File: config.mk
export PLATFORM = sky130hd
export DESIGN_NAME = psum_lane_serializer_flat
export DESIGN_NICKNAME = d
export VERILOG_FILES = /design/src/rtl/psum_lane_serializer_pkg.sv /design/src/rtl/psum_lane_serializer_if.sv /design/src/rtl/psum_vec_fifo2.sv /design/src/rtl/psum_lane_serializer.sv /design/src/flat_wrapper.sv
export SDC_FILE = /design/constraint.sdc
export NUM_CORES = 1
export LEC_CHECK = 0
export ABC_CLOCK_PERIOD_IN_PS = 2100
export CAP_MARGIN = 0
export CORE_MARGIN = 2
export CORE_UTILIZATION = 49
export CTS_BUF_LIST = sky130_fd_sc_hd__clkbuf_8 sky130_fd_sc_hd__clkbuf_16
export DETAILED_ROUTE_END_ITERATION = 16
export GPL_ROUTABILITY_DRIVEN = 0
export PLACE_DENSITY = 0.73
export SETUP_SLACK_MARGIN = 0.15
export SKIP_CTS_REPAIR_TIMING = 1
export SLEW_MARGIN = 20
export SYNTH_ARGS = -nofsm -noshare
export SYNTH_HDL_FRONTEND = slang
export SYNTH_HIERARCHICAL = 1
export SYNTH_SLANG_ARGS = --single-unit
File: constraint.sdc
create_clock -name clk -period 2.1 [get_ports clk]
set_clock_uncertainty 0.2 [all_clocks]
set_input_delay 0.525 -clock clk [delete_from_list [all_inputs] [get_ports clk]]
set_output_delay 0.525 -clock clk [all_outputs]
set_load 0.01 [all_outputs]
File: src/rtl/psum_lane_serializer_pkg.sv
// rtl/psum_lane_serializer_pkg.sv - occupancy encoding and lane-index width helper for the serializer
package psum_lane_serializer_pkg;

  typedef enum logic [1:0] {
    OCC_EMPTY = 2'd0,
    OCC_ONE   = 2'd1,
    OCC_TWO   = 2'd2
  } occ_state_t;

  function automatic int lane_width(input int n);
    return (n > 1) ? $clog2(n) : 1;
  endfunction

endpackage

File: src/rtl/psum_lane_serializer_if.sv
// rtl/psum_lane_serializer_if.sv - wide vector in, one lane per beat out
interface psum_lane_serializer_if #(
  parameter int N_STACK = 4,
  parameter int DW_DATA = 32
);
  import psum_lane_serializer_pkg::*;

  localparam int LW = lane_width(N_STACK);

  logic                       in_valid;
  logic                       in_ready;
  logic [N_STACK*DW_DATA-1:0] in_data;
  logic                       out_valid;
  logic                       out_ready;
  logic [DW_DATA-1:0]         out_data;
  logic [LW-1:0]              out_lane;
  logic                       out_last;

  modport master (
    output in_valid, in_data, out_ready,
    input  in_ready, out_valid, out_data, out_lane, out_last
  );

  modport slave (
    input  in_valid, in_data, out_ready,
    output in_ready, out_valid, out_data, out_lane, out_last
  );

endinterface

File: src/rtl/psum_vec_fifo2.sv
// rtl/psum_vec_fifo2.sv - two-entry vector buffer; head is always cur, nxt backs it up
module psum_vec_fifo2 #(
  parameter int W = 128
) (
  input  logic         clk,
  input  logic         rst,
  input  logic         push_valid,
  output logic         push_ready,
  input  logic [W-1:0] push_data,
  output logic         pop_valid,
  input  logic         pop_ready,
  output logic [W-1:0] head
);
  import psum_lane_serializer_pkg::*;

  occ_state_t   state, state_next;
  logic [W-1:0] cur, cur_next;
  logic [W-1:0] nxt, nxt_next;
  logic         push, pop;

  assign push_ready = (state != OCC_TWO);
  assign pop_valid  = (state != OCC_EMPTY);
  assign head       = cur;
  assign push       = push_valid && push_ready;
  assign pop        = pop_valid && pop_ready;

  always_ff @(posedge clk) begin
    if (rst) begin
      state <= OCC_EMPTY;
      cur   <= '0;
      nxt   <= '0;
    end else begin
      state <= state_next;
      cur   <= cur_next;
      nxt   <= nxt_next;
    end
  end

  always_comb begin
    state_next = state;
    cur_next   = cur;
    nxt_next   = nxt;
    unique case (state)
      OCC_EMPTY: begin
        if (push) begin
          state_next = OCC_ONE;
          cur_next   = push_data;
        end
      end
      OCC_ONE: begin
        // Same-cycle push and pop replaces cur directly so the next vector starts without a bubble.
        if (push && pop) begin
          cur_next = push_data;
        end else if (push) begin
          state_next = OCC_TWO;
          nxt_next   = push_data;
        end else if (pop) begin
          state_next = OCC_EMPTY;
        end
      end
      OCC_TWO: begin
        if (pop) begin
          state_next = OCC_ONE;
          cur_next   = nxt;
        end
      end
      default: state_next = OCC_EMPTY;
    endcase
  end

endmodule

File: src/rtl/psum_lane_serializer.sv
// rtl/psum_lane_serializer.sv - drains buffered partial-sum vectors one lane per beat, lane 0 first
module psum_lane_serializer #(
  parameter int N_STACK = 4,
  parameter int DW_DATA = 32
) (
  input logic                  clk,
  input logic                  rst,
  psum_lane_serializer_if.slave bus
);
  import psum_lane_serializer_pkg::*;

  localparam int            LW        = lane_width(N_STACK);
  localparam logic [LW-1:0] LAST_LANE = LW'(N_STACK - 1);

  logic [N_STACK*DW_DATA-1:0] head;
  logic                       head_valid;
  logic [LW-1:0]              lane;
  logic                       last;
  logic                       beat;
  logic                       pop;
  logic [DW_DATA-1:0]         lanes [N_STACK];

  assign last = (lane == LAST_LANE);
  assign beat = head_valid && bus.out_ready;
  assign pop  = beat && last;

  psum_vec_fifo2 #(
    .W(N_STACK * DW_DATA)
  ) u_fifo (
    .clk        (clk),
    .rst        (rst),
    .push_valid (bus.in_valid),
    .push_ready (bus.in_ready),
    .push_data  (bus.in_data),
    .pop_valid  (head_valid),
    .pop_ready  (pop),
    .head       (head)
  );

  always_ff @(posedge clk) begin
    if (rst) begin
      lane <= '0;
    end else if (beat) begin
      lane <= last ? '0 : lane + LW'(1);
    end
  end

  for (genvar i = 0; i < N_STACK; i++) begin : g_unpack
    assign lanes[i] = head[i*DW_DATA +: DW_DATA];
  end

  assign bus.out_valid = head_valid;
  assign bus.out_data  = lanes[lane];
  assign bus.out_lane  = lane;
  assign bus.out_last  = last;

endmodule

File: src/flat_wrapper.sv
// flat-port wrapper written by rule: the top's interface ports become plain ports
module psum_lane_serializer_flat import psum_lane_serializer_pkg::*;
#(
  parameter int N_STACK = 4,
  parameter int DW_DATA = 32
)
  (clk, rst, bus_in_valid, bus_in_data, bus_out_ready, bus_in_ready, bus_out_valid, bus_out_data, bus_out_lane, bus_out_last);
  psum_lane_serializer_if #(.N_STACK(N_STACK), .DW_DATA(DW_DATA)) bus_i ();
  input logic clk;
  input logic rst;
  input wire logic [$bits(bus_i.in_valid)-1:0] bus_in_valid;
  input wire logic [$bits(bus_i.in_data)-1:0] bus_in_data;
  input wire logic [$bits(bus_i.out_ready)-1:0] bus_out_ready;
  output wire logic [$bits(bus_i.in_ready)-1:0] bus_in_ready;
  output wire logic [$bits(bus_i.out_valid)-1:0] bus_out_valid;
  output wire logic [$bits(bus_i.out_data)-1:0] bus_out_data;
  output wire logic [$bits(bus_i.out_lane)-1:0] bus_out_lane;
  output wire logic [$bits(bus_i.out_last)-1:0] bus_out_last;
  assign bus_i.in_valid = bus_in_valid;
  assign bus_i.in_data = bus_in_data;
  assign bus_i.out_ready = bus_out_ready;
  assign bus_in_ready = bus_i.in_ready;
  assign bus_out_valid = bus_i.out_valid;
  assign bus_out_data = bus_i.out_data;
  assign bus_out_lane = bus_i.out_lane;
  assign bus_out_last = bus_i.out_last;
  psum_lane_serializer #(.N_STACK(N_STACK), .DW_DATA(DW_DATA)) u_core (.clk(clk), .rst(rst), .bus(bus_i));
endmodule
### Yosys cells after proc, flatten, opt, wreduce, memory -nomap -nowiden

Index checks and enable logic that the tools add are counted.

| storage, ports and cells | value |
|---|---|
| input bits | 132 |
| bits in latches | 0 |
| memories kept | 0 |
| memory bits (read-only) | 0 |
| output and inout bits | 37 |
| word-level logic and storage cells | 42 |
| bits in writable memories | 0 |
| register bits | 260 |

| cells by class | value |
|---|---|
| magnitude comparators | 1 |
| div/mod/pow operators | 0 |
| bitwise gates (word level) | 2 |
| equal/unequal tests | 9 |
| multiplexer cells | 14 |
| reductions and logical operators | 11 |
| $mul | 0 |
| shift operators | 0 |
| add/subtract/negate cells | 1 |

Operator list:

| kind | count |
|---|---|
| $mux 128 | 3 |
| $pmux 128 s3 | 1 |
| $bmux 32 s2 | 1 |
| $mux 32 | 2 |
| $mux 2 | 6 |
| $ne 2x2->1 const B | 5 |
| $reduce_and 4->1 | 2 |
| $pmux 2 s3 | 1 |
| $logic_and 1x1->1 | 5 |
| $eq 2x2->1 const B | 2 |
| $ge 3x3->1 const B | 1 |
| $ne 3x3->1 const B | 1 |
| $not 2->3 | 1 |
| $reduce_and 3->1 | 1 |
| $reduce_bool 3->1 | 1 |
| $add 2x1->2 const B | 1 |
| $eq 2x1->1 const B | 1 |
| $logic_not 2->1 | 1 |
| $reduce_bool 2->1 | 1 |
| $not 1->1 | 1 |

### Logic depth before layout (Yosys ltp)

Gate-level depths: netlist of the first run.

| logic depth | value |
|---|---|
| depth after elaboration | 8 |
| mapped depth | 7 |
| mapped depth without buffers | 5 |

### By module

The synthesis of the first run kept the hierarchy.

Modules (own cells, without submodules):

| module | cells each | area an instance (sq um) | times used | seq. area each (sq um) |
|---|---|---|---|---|
| psum_vec_fifo2 | 1,170 | 10,686.5 | 1 | 5,165.0 |
| psum_lane_serializer | 50 | 900.9 | 1 | 40.0 |

### Least setup slack after synthesis of the first run

Ideal clock, no wire load.

| timing path | value |
|---|---|
| path kind | register to register |
| from | reg u_core.u_fifo.state[1] |
| to | reg u_core.u_fifo.cur[10], in the netlist u_core/u_fifo/head[10] |
| setup slack | 0.002 ns |
| arrival time | 1.813 ns |
| setup time | 0.086 ns |
| required time | 1.814 ns |
| stages on the path, launching flop included | 8 |
| path buffers | 2 |
| period minus slack after synthesis | 2.098 ns |
| cell sequence | dfxtp_1 -> or2_2 -> and3_1 -> and3b_1 -> a21o_1 -> buf_2 -> clkbuf_1 -> a211oi_1 |

| between the ends | value |
|---|---|
| longest elaborated chain between the ends | 7 |
| elaborated cells on any way between the ends | 16 |
| those cells by class | 6 x eq/ne; 1 x mux; 9 x reduce/logical |

Ends and longest elaborated chain:

| what | RTL line | RTL |
|---|---|---|
| from (decl) | psum_vec_fifo2.sv:16 | `occ_state_t state, state_next;` |
| from (signal assigned) | psum_vec_fifo2.sv:33 | `state <= state_next;` |
| $reduce_bool 2->1 (*) | psum_vec_fifo2.sv:22 | `assign pop_valid = (state != OCC_EMPTY);` |
| named net bus_out_valid | flat_wrapper.sv:15 | `output wire logic [$bits(bus_i.out_valid)-1:0] bus_out_valid;` |
| $logic_and 1x1->1 (*) | psum_lane_serializer.sv:24 | `assign beat = head_valid && bus.out_ready;` |
| $logic_and 1x1->1 (*) | psum_lane_serializer.sv:25 | `assign pop = beat && last;` |
| named net u_core.pop | psum_lane_serializer.sv:20 | `logic pop;` |
| $logic_and 1x1->1 (*) | psum_vec_fifo2.sv:25 | `assign pop = pop_valid && pop_ready;` |
| $logic_and 1x1->1 | psum_vec_fifo2.sv:52 | `if (push && pop) begin` |
| $ne 2x2->1 (no source line) | n/a |  |
| $reduce_and 4->1 (no source line) (*) | n/a |  |
| to (signal assigned) | psum_vec_fifo2.sv:34 | `cur <= cur_next;` |
| to (decl) | psum_vec_fifo2.sv:17 | `logic [W-1:0] cur, cur_next;` |

The timed path passes the listed nets; every way through them passes the cells marked *.
A chain may end at the register's enable or synchronous reset.

### Final worst setup path of the first run

| timing path | value |
|---|---|
| from | reg u_core.lane[0], in the netlist u_core/bus.out_lane[0] |
| to | out bus_out_data[27] |

| between the ends | value |
|---|---|
| longest elaborated chain between the ends | 4 |

Ends and longest elaborated chain:

| what | RTL line | RTL |
|---|---|---|
| from (decl) | psum_lane_serializer.sv:17 | `logic [LW-1:0] lane;` |
| from (signal assigned) | psum_lane_serializer.sv:44 | `lane <= last ? '0 : lane + LW'(1);` |
| $not 2->3 (implied by the code) | psum_lane_serializer.sv:53 | `assign bus.out_data = lanes[lane];` |
| $bmux 32 s2 | psum_lane_serializer.sv:53 |  |
| $mux 32 (implied by the code) (2 in a row) | psum_lane_serializer.sv:53 |  |
| to (decl) | flat_wrapper.sv:16 | `output wire logic [$bits(bus_i.out_data)-1:0] bus_out_data;` |

Every way passes these cells. The select of a mux whose other input is x is not followed.

==> impl_metrics.csv, run 1 <==
group,metric,value,unit
critical_path,timing.critical_path.fanout_max,9,
pwr,report.power.total,13800,uW
route,drt_iter0_drc,1575,
floorplan,fp.dieH,158,um
synth,synth.avg_cell_area,9.50,um^2
timing,timing_worst_slew_pin_value,0.506,ns
pwr,comb_power_share,23.3,%
clocking,tritoncts.num_buffers,27,
pwr,part_of_the_total_power_dissipated_in_sequential_elements,40.4,%
route,drt-wirelength-per-cell,28.8,um
pwr,switching_share,30.3,%
critical_path,critPathArrivalTime,1.94,ns
layout,num-fill-cells,1200,
route,drt_drc_violations_left,0,
floorplan,die_area,24900,um^2
synth,synth-edff-count,0,
timing,setup_ws_final,-0.560,ns
timing,setup_viol,291,
synth,fraction_of_synthesis_flops_using_an_asynchronous_set_or_reset_pin,0,%
timing,maximum_clock_rate,376,MHz
layout,drive_gt1_share,44.7,%
worst_hold_path,hold_path.class,"reg -> reg",
synth,synth_top_cell_by_area,"sky130_fd_sc_hd__dfxtp_1",
layout,layout.cells.most_common_list,"sky130_fd_sc_hd__dfxtp_1, sky130_fd_sc_hd__a211oi_2, sky130_fd_sc_hd__nand2_1",
status,outcome,"finished, violations left",
layout,finalNetCount,1573,
global_routing,grt_pass1_wl,51.0,mm
synth,synthesis.yosys.warnings,6,
floorplan,floorplan.die.width,158,um
clocking,htree_num_levels,1,
global_routing,grt.total_usage,25.7,%
placed_design,buffer_ports.inserted,168,
critical_path,critical_path.startpoint_type,"flip-flop",
critical_path,worst-endpoint-required,1.37,ns
pwr,p_leak,0.00764,uW
timing,timing.max_slew.rel_slack,66.1,%
pwr,cell_internal_power_dissipation,9610,uW
synth,netlist_top_cells_area,"sky130_fd_sc_hd__dfxtp_1, sky130_fd_sc_hd__a211oi_1, sky130_fd_sc_hd__mux2i_1",
clocking,clkTransAtPathRegs,0.07,ns
pwr,pwr-share-clk,36.3,%
job,drv_cap,0,
global_routing,antenna_found_initial,5,
synth,synth-seq-cells,260,
placed_design,post_dp_cell_area,14000,um^2
clocking,clockRootBuffer,"sky130_fd_sc_hd__clkbuf_16",
critical_path,crit_buf_inv,2,
route,detail-route-antenna-nets,0,
layout,mostFrequentLayoutCell,"sky130_fd_sc_hd__dfxtp_1",
pwr,power_density_relative_to_cell_area,743,nW/um^2
floorplan,start_util,49.7,%
critical_path,crit_path_top_delay_cell,"sky130_fd_sc_hd__mux4_2",
status,failing_checks,"negative setup slack",
timing,hold_slack,0.253,ns
critical_path,critPathKind,"reg -> out",
synth,syn_inst,1220,
floorplan,coreArea,23300,um^2
synth,post-synth-top-area-fraction,44.9,%
layout,final_design_area_no_fill,18600,um^2
critical_path,critPathCaptureType,"output port",
timing,timing.final.crit_period,2.66,ns
timing,rsz0062_at_grt,"yes",
pwr,vdd_ir_drop_max,0.593,mV
placed_design,pre_cts_slack,-0.390,ns
timing,finalMaxSlewViolations,0,
timing,finalCritPeriodShare,127,%
floorplan,design.portCount,169,
synth,ys_dominant_reg_cell,"sky130_fd_sc_hd__dfxtp_1",
pwr,switching_power,4170,uW
critical_path,cp_slowest_stage_delay,0.59,ns
synth,synth_seq_area_share,44.9,%
global_routing,vias_in_the_first_global_route,9358,
synth,syn-num-nets,1353,
synth,synth_area,11600,um^2
clocking,cts.sink_count,260,
route,vias_per_cell,6.81,
global_routing,largest_net_degree_at_the_start_of_global_routing,58,
route,dr.pass1.iters,6,
critical_path,cp_cell_sequence,"buf_8 > mux4_2 > dlymetal6s2s_1",
placed_design,detailed_place_hpwl,21.8,mm
timing,final_hold_viol_count,0,
global_routing,grt_overflow_total,0,
route,postRouteWirelength,51.4,mm
clocking,cts_tree,"built",
synth,synth_cell_type_count,28,
clocking,deepest_clock_path_buffer_count,3,
clocking,worst_skew_pair.late_latency,0.56,ns
layout,syn_to_final_growth,60.1,%
critical_path,timing.critical_path.max_delay_family,"multiplexers",
floorplan,placementRows,56,
route,vias,12160,
power by group through the flow:
stage | sequential, uW | clock [uW] | combinational [uW]
6_report | 5570 | 5010 | 3200
5_1_grt | 5580 | 5190 | 3280
4_1_cts | 5470 | 4880 | 2110
3_5_place_dp | 5580 | 0 | 2100
3_3_place_gp | 5560 | 0 | 2070
2_1_floorplan | 5500 | 0 | 1220
worst paths after layout:
| check | cells after the start | slack [ns] | to | from |
|---|---|---|---|---|
| hold reg to reg | 2 | 0.25 | u_core/u_fifo/nxt[122]$_SDFFE_PP0P_ | u_core/u_fifo/nxt[122]$_SDFFE_PP0P_ |
| setup reg to reg | 10 | -0.49 | u_core/u_fifo/head[107]$_SDFFE_PP0P_ | u_core/bus.out_lane[0]$_SDFFE_PP0P_ |
| setup / recovery | 3 | -0.56 | bus_out_data[27] | u_core/bus.out_lane[0]$_SDFFE_PP0P_ |
| hold / removal | 2 | 0.25 | u_core/u_fifo/nxt[122]$_SDFFE_PP0P_ | u_core/u_fifo/nxt[122]$_SDFFE_PP0P_ |
cell families (layout without fill, tap and decap cells):
family                   Yosys count  count (layout)  synth area share [%]
other                              0               6                     0
adder cells (fa/ha/maj)            1               1                 0.108
AO/OA/AOI/OAI                    393             395                  22.7
buffers and inverters            136             371                  5.77
multiplexers                     160             160                  17.4
flip-flops                       260             260                  44.9
AND/OR/NAND/NOR                  270             274                  9.16
synth_stat cells, types with 2 or more instances:
master and number:
sky130_fd_sc_hd__dfxtp_1 260, sky130_fd_sc_hd__nand2_1 257, sky130_fd_sc_hd__a21bo_2 2, sky130_fd_sc_hd__a211oi_1 256, sky130_fd_sc_hd__a21o_1 2, sky130_fd_sc_hd__buf_6 4
sky130_fd_sc_hd__nand4bb_1 2, sky130_fd_sc_hd__mux4_2 29, sky130_fd_sc_hd__nand2b_1 2, sky130_fd_sc_hd__mux2i_1 128, sky130_fd_sc_hd__clkbuf_1 52, sky130_fd_sc_hd__buf_4 12
sky130_fd_sc_hd__buf_1 2, sky130_fd_sc_hd__a21oi_1 131, sky130_fd_sc_hd__mux4_1 3, sky130_fd_sc_hd__buf_2 66
flip-flops by register name, summed over array words and instances, names as in the netlist:
signal,count
u_core/u_fifo/head,128
u_core/bus.out_lane,2
u_core/u_fifo/nxt,128
u_core/u_fifo/state,2
cell type report:
class / instances / area (um^2) / area share (%)
diodes: 6 / 15.0 / 0.0809
flip-flops and latches: 260 / 5210 / 28.1
repair buffers: 321 / 4180 / 22.5
clock buffers: 35 / 786 / 4.24
well taps: 319 / 399 / 2.15
clock inverters: 15 / 128 / 0.688
multi-input cells: 830 / 7830 / 42.2
per-stage QoR:
step / util [%] / cells / TNS (ns)
after detailed placement: 60.0 / 1636 / -91.69
after floorplan: - / 1220 / 0
final: 79.5 / 1786 / -96.23
after global routing: 79.5 / 1782 / -105.94
after CTS: 63.9 / 1686 / -45.85
after global placement: 60.0 / 1636 / -87.41
metal layers:
metal  routed length, um  part of all wire, %  track usage, %  vias to the layer above
met4                3220                  6.3            6.62                        0
met5                   0                    0               0                        -
met1               19100                   37            39.4                     5906
li1                    -                    -               -                     4957
met3                6100                   12            4.68                      268
met2               23000                   45            36.9                     1029
worst register-to-register path: stages (launching register included):
cell,delay (ns)
sky130_fd_sc_hd__dfxtp_4,0.37
sky130_fd_sc_hd__buf_12,0.15
sky130_fd_sc_hd__buf_8,0.12
sky130_fd_sc_hd__buf_6,0.12
sky130_fd_sc_hd__ha_4,0.17
sky130_fd_sc_hd__and3_4,0.17
sky130_fd_sc_hd__buf_6,0.11
sky130_fd_sc_hd__and3b_2,0.24
sky130_fd_sc_hd__a21o_4,0.28
sky130_fd_sc_hd__buf_8,0.17
sky130_fd_sc_hd__a211oi_1,0.36
Note: power is estimated with default switching activity, not from simulation.
==> run 2: changes to the inputs <==
RECOVER_POWER = 100   (was unset)
==> results of run 2 <==
Same layout as run 1: the final DEF is identical, and so are final timing and power.
==> run 3: changes to the inputs <==
CTS_CLUSTER_SIZE = 12   (was unset)
PLACE_DENSITY = 0.76   (was 0.73)
==> run 3 against run 2 <==
Net effect: the run still ends with negative setup slack left; non-clock buffer count down 6; worst hold slack better by 0.0012 ns; cell area down 3.2%; clock power down 7.2%; sequential power about the same; via count up 0.58%; die area unchanged; largest cell class unchanged; routed wire length up 0.11%; cell count down 0.62%; critical path depth up 8; maximum frequency down 3.9%; global-route usage down 0.51 points.
==> impl_metrics.csv, run 3 (same netlist as run 1, synthesis figures left out) <==
group,metric,value,unit
status,outcome,"finished, violations left",
status,failing_checks,"negative setup slack",
floorplan,design.portCount,169,
worst_hold_path,hold_path.class,"reg -> reg",
timing,timing_worst_slew_pin_value,0.483,ns
route,postRouteWirelength,51.5,mm
floorplan,fp.dieH,158,um
critical_path,critical_path.startpoint_type,"flip-flop",
route,vias,12231,
global_routing,antenna_found_initial,5,
route,dr.pass1.iters,6,
critical_path,critPathArrivalTime,3.03,ns
route,detail-route-antenna-nets,0,
timing,finalMaxSlewViolations,0,
layout,fin_cells,1775,
layout,finalNetCount,1566,
timing,setup_viol,291,
layout,final_design_area_no_fill,18000,um^2
timing,setup_ws_final,-0.669,ns
critical_path,critPathKind,"reg -> reg",
clocking,htree_num_levels,1,
layout,syn_to_final_growth,55.0,%
placed_design,dp.cells,1624,
critical_path,critPathCaptureType,"flip-flop",
route,vias_per_cell,6.89,
clocking,clkTransAtPathRegs,0.06,ns
timing,rsz0062_at_grt,"yes",
layout,num-fill-cells,1196,
timing,hold_slack,0.254,ns
global_routing,vias_in_the_first_global_route,9206,
worst_hold_path,min_from,"u_core/u_fifo/nxt[101]$_SDFFE_PP0P_",
pwr,p_leak,0.00729,uW
floorplan,floorplan.die.width,158,um
pwr,power_density_relative_to_cell_area,742,nW/um^2
floorplan,placementRows,56,
floorplan,start_util,49.7,%
timing,finalCritPeriodShare,132,%
floorplan,die_area,24900,um^2
global_routing,grt_pass1_wl,50.1,mm
worst_hold_path,hold_path_depth,2,
worst_hold_path,worst_hold_path.endpoint,"u_core/u_fifo/nxt[101]$_SDFFE_PP0P_",
critical_path,regToRegStartpoint,"u_core/bus.out_lane[0]$_SDFFE_PP0P_",
critical_path,reg2regPathDepth,11,
global_routing,largest_net_degree_at_the_start_of_global_routing,68,
critical_path,worst-endpoint-required,2.36,ns
clocking,cts.sink_count,260,
timing,maximum_clock_rate,361,MHz
critical_path,timing.critical_path.fanout_max,9,
timing,final_hold_viol_count,0,
placed_design,detailed_place_hpwl,20.8,mm
critical_path,r2r_end,"u_core/u_fifo/nxt[107]$_SDFFE_PP0P_",
floorplan,coreArea,23300,um^2
route,drt_drc_violations_left,0,
clocking,clockRootBuffer,"sky130_fd_sc_hd__clkbuf_16",
layout,drive_gt1_share,38.4,%
placed_design,post_dp_cell_area,13900,um^2
pwr,vdd_ir_drop_max,0.670,mV
global_routing,grt.total_usage,25.2,%
route,drt_iter0_drc,1900,
job,drv_cap,0,
clocking,worst_skew_pair.late_latency,0.55,ns
layout,layout.cells.most_common_list,"sky130_fd_sc_hd__dfxtp_1, sky130_fd_sc_hd__nand2_1, sky130_fd_sc_hd__a211oi_2",
clocking,cts_tree,"built",
timing,timing.final.crit_period,2.77,ns
clocking,deepest_clock_path_buffer_count,3,
layout,mostFrequentLayoutCell,"sky130_fd_sc_hd__dfxtp_1",
critical_path,worst-r2r-setup-slack,-0.67,ns
clocking,tritoncts.num_buffers,27,
timing,timing.max_slew.rel_slack,66.9,%
route,drt-wirelength-per-cell,29.0,um
global_routing,grt_overflow_total,0,
placed_design,buffer_ports.inserted,168,
[run 3: how the worst max path moves through the flow]
stage,startpoint,endpoint,slack [ns],cells past startpoint
3_3_place_gp,u_core/bus.out_lane[0]$_SDFFE_PP0P_,bus_out_data[25],-0.28,3
5_1_grt,u_core/bus.out_lane[0]$_SDFFE_PP0P_,u_core/u_fifo/nxt[107]$_SDFFE_PP0P_,-0.68,11
4_1_cts,u_core/bus.out_lane[0]$_SDFFE_PP0P_,bus_out_data[25],-0.85,3
3_5_place_dp,bus_out_ready,u_core/u_fifo/head[23]$_SDFFE_PP0P_,-0.30,6
2_1_floorplan,u_core/u_fifo/state[1]$_SDFFE_PP0P_,u_core/u_fifo/head[79]$_SDFFE_PP0P_,0.17,7
6_report,u_core/bus.out_lane[0]$_SDFFE_PP0P_,u_core/u_fifo/nxt[107]$_SDFFE_PP0P_,-0.67,11
[run 3: power by group]
part,total (uW),internal [uW],switching [uW]
sequential,5580,5280,302
clock,4650,2630,2020
combinational,3100,1500,1600
total,13300,9400,3920
[run 3: critical path, stage by stage (launching register included)]
cell and delay, ns:
sky130_fd_sc_hd__dfxtp_4 0.41, sky130_fd_sc_hd__clkbuf_16 0.19, sky130_fd_sc_hd__buf_6 0.12, sky130_fd_sc_hd__buf_6 0.12, sky130_fd_sc_hd__ha_4 0.16, sky130_fd_sc_hd__and3_4 0.18, sky130_fd_sc_hd__nor4bb_4 0.42, sky130_fd_sc_hd__buf_6 0.29
sky130_fd_sc_hd__buf_12 0.15, sky130_fd_sc_hd__clkbuf_16 0.16, sky130_fd_sc_hd__nand2_1 0.07, sky130_fd_sc_hd__a21oi_1 0.20
[run 3: through the flow]
step / setup slack [ns] / total power, uW / setup TNS (ns) / utilization (%)
2_1_floorplan: 0.169 / 6720 / 0 / -
5_1_grt: -0.676 / 13600 / -128.70 / 77.0
3_3_place_gp: -0.280 / 7580 / -57.47 / 59.6
3_5_place_dp: -0.299 / 7630 / -65.10 / 59.6
6_report: -0.669 / 13300 / -125.10 / 77.0
4_1_cts: -0.854 / 12100 / -35.43 / 63.2
[run 3: per-layer routing]
layer,up-vias,part of all wire [%],global-route usage (%)
li1,4940,-,-
met1,5836,37,38.7
met2,1141,43,36.5
met3,312,13,4.16
met4,2,7.1,6.41
met5,-,0.033,0
[run 3: layout make-up]
class / instances / area [um^2] / area share [%]
Clock buffer: 36 / 800 / 4.45
Timing Repair Buffer: 315 / 4180 / 23.3
Clock inverter: 11 / 46.3 / 0.258
Antenna cell: 5 / 12.5 / 0.0696
Tap cell: 319 / 399 / 2.22
Sequential cell: 260 / 5220 / 29.0
Multi-Input combinational cell: 829 / 7310 / 40.7
